`src/rtl/mc_alu.sv`:
```
// rtl/mc_alu.sv - ALU with single-cycle logic ops and a shift-add multi-cycle multiplier
module mc_alu #(
    parameter int DATA_WIDTH = 32,
    parameter int OPRN_WIDTH = 6
) (
    input  logic                  CLK,
    input  logic                  RST,
    input  logic                  START,
    input  logic [OPRN_WIDTH-1:0] OPRN,
    input  logic [DATA_WIDTH-1:0] OP1,
    input  logic [DATA_WIDTH-1:0] OP2,
    output logic [DATA_WIDTH-1:0] RESULT,
    output logic                  DONE,
    output logic                  BUSY,
    output logic                  ERR
);

    localparam logic [OPRN_WIDTH-1:0] OP_ADD = OPRN_WIDTH'(1);
    localparam logic [OPRN_WIDTH-1:0] OP_SUB = OPRN_WIDTH'(2);
    localparam logic [OPRN_WIDTH-1:0] OP_MUL = OPRN_WIDTH'(3);
    localparam logic [OPRN_WIDTH-1:0] OP_SRL = OPRN_WIDTH'(4);
    localparam logic [OPRN_WIDTH-1:0] OP_SLL = OPRN_WIDTH'(5);
    localparam logic [OPRN_WIDTH-1:0] OP_AND = OPRN_WIDTH'(6);
    localparam logic [OPRN_WIDTH-1:0] OP_OR  = OPRN_WIDTH'(7);
    localparam logic [OPRN_WIDTH-1:0] OP_NOR = OPRN_WIDTH'(8);
    localparam logic [OPRN_WIDTH-1:0] OP_SLT = OPRN_WIDTH'(9);

    // Counter value of the last shift-add step; one step per operand bit.
    localparam logic [5:0] LAST_ITER = 6'(DATA_WIDTH - 1);

    typedef enum logic {
        IDLE,
        MUL
    } state_t;

    state_t                  state;
    logic [DATA_WIDTH-1:0]   mcand;
    logic [DATA_WIDTH-1:0]   mplier;
    logic [DATA_WIDTH-1:0]   acc;
    logic [5:0]              count;
    logic [DATA_WIDTH-1:0]   alu_res;
    logic                    alu_err;
    logic [DATA_WIDTH-1:0]   partial;

    // Single-cycle datapath; mul is handled by the sequencer, so it yields no error here.
    always_comb begin
        alu_res = '0;
        alu_err = 1'b0;
        case (OPRN)
            OP_ADD: alu_res = OP1 + OP2;
            OP_SUB: alu_res = OP1 - OP2;
            OP_MUL: alu_res = '0;
            OP_SRL: alu_res = OP1 >> OP2;
            OP_SLL: alu_res = OP1 << OP2;
            OP_AND: alu_res = OP1 & OP2;
            OP_OR:  alu_res = OP1 | OP2;
            OP_NOR: alu_res = ~(OP1 | OP2);
            OP_SLT: alu_res[0] = (OP1 < OP2);
            default: begin
                alu_res = '0;
                alu_err = 1'b1;
            end
        endcase
    end

    // Partial product contributed by the current multiplier bit.
    always_comb begin
        partial = mplier[0] ? mcand : '0;
    end

    // Control FSM: single-cycle ops complete from IDLE, mul iterates in MUL.
    always_ff @(posedge CLK) begin
        if (!RST) begin
            state  <= IDLE;
            RESULT <= '0;
            DONE   <= 1'b0;
            BUSY   <= 1'b0;
            ERR    <= 1'b0;
            mcand  <= '0;
            mplier <= '0;
            acc    <= '0;
            count  <= '0;
        end else begin
            DONE <= 1'b0;
            case (state)
                IDLE: begin
                    if (START) begin
                        if (OPRN == OP_MUL) begin
                            mcand  <= OP1;
                            mplier <= OP2;
                            acc    <= '0;
                            count  <= '0;
                            BUSY   <= 1'b1;
                            state  <= MUL;
                        end else begin
                            RESULT <= alu_res;
                            ERR    <= alu_err;
                            DONE   <= 1'b1;
                        end
                    end
                end
                MUL: begin
                    acc    <= acc + partial;
                    mcand  <= mcand << 1;
                    mplier <= mplier >> 1;
                    count  <= count + 6'd1;
                    if (count == LAST_ITER) begin
                        RESULT <= acc + partial;
                        ERR    <= 1'b0;
                        DONE   <= 1'b1;
                        BUSY   <= 1'b0;
                        state  <= IDLE;
                    end
                end
                default: state <= IDLE;
            endcase
        end
    end

endmodule

```
`config.mk`:
```
export PLATFORM = sky130hd
export DESIGN_NAME = mc_alu
export DESIGN_NICKNAME = d
export VERILOG_FILES = /design/src/rtl/mc_alu.sv
export SDC_FILE = /design/constraint.sdc
export NUM_CORES = 1
export LEC_CHECK = 0
export CORE_ASPECT_RATIO = 1.25
export CORE_MARGIN = 10
export CORE_UTILIZATION = 50
export CTS_CLUSTER_DIAMETER = 150
export CTS_CLUSTER_SIZE = 10
export DETAILED_ROUTE_END_ITERATION = 8
export PLACE_DENSITY = 0.69
export RECOVER_POWER = 25
export SYNTH_ARGS = -nofsm -noshare
export SYNTH_HDL_FRONTEND = slang
export SYNTH_SLANG_ARGS = --single-unit
```
`constraint.sdc`:
```
create_clock -name CLK -period 6.7 [get_ports CLK]
set_input_delay 1.34 -clock CLK [delete_from_list [all_inputs] [get_ports CLK]]
set_output_delay 1.34 -clock CLK [all_outputs]
set_load 0.02 [all_outputs]
```
==> load_flow_metrics.sql <==
INSERT INTO impl_metrics (metric_group, metric, value, unit) VALUES
('synth', 'yosys_most_used_dff', 'sky130_fd_sc_hd__dfxtp_1', ''),
('timing', 'final-setup-viol-count', '0', ''),
('cells_and_area', 'design.final.nets', '2504', ''),
('clocking', 'cts.hold.buffers_added', '0', ''),
('timing', 'grt_setup_unrepaired', 'no', ''),
('timing', 'report.final.hold_viol_count', '0', ''),
('critical_path', 'maximum_cell_stage_delay_along_the_critical_path', '810', 'ps'),
('synth', 'synth_largest_area_cell', 'sky130_fd_sc_hd__dfxtp_1', ''),
('grt', 'gr-total-overflow', '0', ''),
('timing', 'layout_min_cycle_time', '5540', 'ps'),
('synth', 'synth_fp_nets', '2499', ''),
('cells_and_area', 'antenna_diodes', '0', ''),
('timing', 'pins_over_slew_limit', '92', ''),
('timing', 'finalHoldWorstSlack', '459', 'ps'),
('synth', 'postSynth.asyncResetShare', '0', '%'),
('synth', 'ys_ff_latch', '138', ''),
('floorplanning', 'core-area', '31800', 'µm²'),
('synth', 'mappedNetlistArea', '16100', 'µm²'),
('synth', 'sequential_element_share_of_the_synthesized_area', '17.2', '%'),
('clocking', 'cts_inserted_buffers', '17', ''),
('grt', 'grt_pass1_wl', '110000', 'µm'),
('floorplanning', 'die-height', '220', 'µm'),
('synth', 'post_synth.cell_area_avg', '7.05', 'µm²'),
('routing', 'ant_nets', '0', ''),
('timing', 'timing_worst_slew_pin_value', '2260', 'ps'),
('grt', 'grt_max_degree', '91', ''),
('clocking', 'clkTransAtPathRegs', '70', 'ps'),
('power', 'pwr_density_cell', '149', 'nW/µm²'),
('timing', 'slew-limit-headroom', '-51.1', '%'),
('timing', 'final.setup_skew', '13.0', 'ps'),
('clocking', 'numClockSinks', '138', ''),
('timing', 'achievable-frequency', '181', 'MHz'),
('routing', 'via_per_inst', '6.80', ''),
('critical_path', 'worst_path_class_setup', 'in -> reg', ''),
('synth', 'synth.distinct_cells', '83', ''),
('cells_and_area', 'postLayoutCoreUtil', '56.3', '%'),
('run_status', 'status', 'finished with violations', ''),
('grt', 'first_global_vias', '17300', ''),
('routing', 'totalWireLength', '74100', 'µm'),
('power', 'leakage', '7.32', 'nW'),
('timing', 'layout_setup_ws', '1160', 'ps'),
('critical_path', 'critical_path.top_delay_family', 'compound AO/OA/AOI/OAI gates', ''),
('floorplanning', 'floorplan.rows', '73', ''),
('place', 'place_congestion', '1.16', ''),
('clocking', 'post-cts-setup-buffers', '0', ''),
('critical_path', 'setup.worst_path.end_class', 'flop', ''),
('routing', 'drc_errors', '0', ''),
('place', 'hpwl', '56500', 'µm'),
('grt', 'groute.usage.overall', '35.5', '%'),
('critical_path', 'worst_path_max_delay_cell', 'sky130_fd_sc_hd__clkdlybuf4s50_1', ''),
('synth', 'synthesis_warning_total', '0', ''),
('clocking', 'clk_path_buf_depth', '2', ''),
('clocking', 'cts_max_level', '4', ''),
('synth', 'post_synth_inst_count', '2279', ''),
('routing', 'routed_wire_length_per_instance', '27.3', 'µm'),
('synth', 'synthTopCellsByArea', 'sky130_fd_sc_hd__dfxtp_1 (17%), sky130_fd_sc_hd__ha_1 (11%), sky130_fd_sc_hd__a21oi_1 (7.3%)', ''),
('clocking', 'clock_latency_on_the_worst_skew_pair', '440', 'ps'),
('place', 'buffer_ports.inserted', '107', ''),
('run_status', 'violations', 'max-capacitance violations, max-slew violations', ''),
('place', 'pre_cts_ws', '1180', 'ps'),
('routing', 'drt_pre_antenna_iters', '6', ''),
('critical_path', 'cp.buffers_inverters', '3', ''),
('floorplanning', 'ioPinCount', '108', ''),
('run', 'timing.max_cap.violations', '2', ''),
('power', 'power', '2.66', 'mW'),
('routing', 'num_vias', '18400', ''),
('critical_path', 'cp_max_fo', '10', ''),
('floorplanning', 'initial_utilization', '50.5', '%'),
('critical_path', 'worst_ep_required_time', '7010', 'ps'),
('cells_and_area', 'post_route_cells_drive_above_1_share', '6.36', '%'),
('clocking', 'clk_root_buffer_cell', 'sky130_fd_sc_hd__clkbuf_16', '');
state kept, by name, indices dropped and copies added, names as in the netlist:
name and count:
DONE 1, count 6, BUSY 1, mcand 32, ERR 1, state 1, acc 32, mplier 32
RESULT 32
cell families after synthesis:
group	synth area share, %
mux	8.29
flops	17.2
xor+xnor	1.75
simple gates	23.0
compound gates	31.9
buf+inv	6.30
fa+ha+maj	11.6
path summary, 6_finish.rpt:
check | from | endpoint | slack, ps | depth (start not counted)
max | OP1[3] | RESULT[26]$_SDFFE_PN0P_ | 1160 | 13
min | mplier[31]$_SDFFE_PN0P_ | mplier[31]$_SDFFE_PN0P_ | 460 | 2
max reg2reg | state$_SDFF_PN0_ | RESULT[31]$_SDFFE_PN0P_ | 2350 | 10
min reg2reg | mplier[31]$_SDFFE_PN0P_ | mplier[31]$_SDFFE_PN0P_ | 460 | 2
layout by cell type, fill, tap and decap left out, types with 25 or more instances in the layout:
cell type,instances
sky130_fd_sc_hd__o211ai_1,26
sky130_fd_sc_hd__nor2_1,239
sky130_fd_sc_hd__a21oi_1,233
sky130_fd_sc_hd__dlygate4sd3_1,36
sky130_fd_sc_hd__a31oi_1,36
sky130_fd_sc_hd__nand3_1,40
sky130_fd_sc_hd__and2_1,104
sky130_fd_sc_hd__mux2_2,28
sky130_fd_sc_hd__clkdlybuf4s50_1,66
sky130_fd_sc_hd__o21ai_0,200
sky130_fd_sc_hd__a21o_1,29
sky130_fd_sc_hd__nand2_1,230
sky130_fd_sc_hd__buf_4,40
sky130_fd_sc_hd__inv_1,99
sky130_fd_sc_hd__a221oi_1,31
sky130_fd_sc_hd__a21boi_0,25
sky130_fd_sc_hd__mux2i_1,70
sky130_fd_sc_hd__ha_1,144
sky130_fd_sc_hd__nor3_1,45
sky130_fd_sc_hd__dfxtp_1,137
sky130_fd_sc_hd__a211oi_1,35
synth_stat cells, types with 17 or more instances:
master	count
sky130_fd_sc_hd__a221oi_1	31
sky130_fd_sc_hd__a31oi_1	36
sky130_fd_sc_hd__nand2_1	230
sky130_fd_sc_hd__nor3_1	45
sky130_fd_sc_hd__xnor2_1	21
sky130_fd_sc_hd__clkbuf_1	123
sky130_fd_sc_hd__o21ai_0	200
sky130_fd_sc_hd__a21o_1	29
sky130_fd_sc_hd__nor2b_1	21
sky130_fd_sc_hd__and2_1	107
sky130_fd_sc_hd__mux2i_1	70
sky130_fd_sc_hd__dfxtp_1	138
sky130_fd_sc_hd__inv_1	99
sky130_fd_sc_hd__nand3_1	40
sky130_fd_sc_hd__o22ai_1	17
sky130_fd_sc_hd__a21oi_1	233
sky130_fd_sc_hd__nand2b_1	18
sky130_fd_sc_hd__a211oi_1	35
sky130_fd_sc_hd__o21a_1	21
sky130_fd_sc_hd__mux2_2	28
sky130_fd_sc_hd__o211ai_1	26
sky130_fd_sc_hd__nor2_1	241
sky130_fd_sc_hd__buf_2	20
sky130_fd_sc_hd__ha_1	144
sky130_fd_sc_hd__o21bai_1	18
sky130_fd_sc_hd__a21boi_0	25
power by group:
part	internal, mW	switching (mW)	leakage (nW)	total, mW
sequential	0.831	0.00786	1.12	0.839
clock	0.599	0.407	0.290	1.01
combinational	0.278	0.543	5.92	0.820
total	1.71	0.957	7.32	2.66
tightest hold or removal path, cell delays in order (launching register included):
cell	delay [ps]
sky130_fd_sc_hd__dfxtp_1	310
sky130_fd_sc_hd__nand2_1	50
sky130_fd_sc_hd__a21oi_1	50
cell type report:
type	instances	area, µm²
clock buffer	19	443
clock inverter	13	166
fill	3045	13900
inverter	101	379
multi-input combinational	1880	12300
sequential	138	2770
tap	412	515
timing repair buffer	146	1340
per-layer routing:
layer | vias to the layer above | global-route usage (%) | wire [µm]
met2 | 1103 | 58.1 | 33600
met5 | - | 0 | 0
li1 | 8269 | - | -
met3 | 232 | 7.01 | 6910
met4 | 0 | 21.3 | 4970
met1 | 8820 | 42.6 | 28600
metrics by stage:
| step | area, µm² | instances |
|---|---|---|
| global placement | 17300 | 2677 |
| finish | 17900 | 2709 |
| global route | 17900 | 2709 |
| detailed placement | 17300 | 2677 |
| CTS | 17900 | 2709 |
| floorplan | 16100 | 2279 |
(Power assumes the default switching activity.)
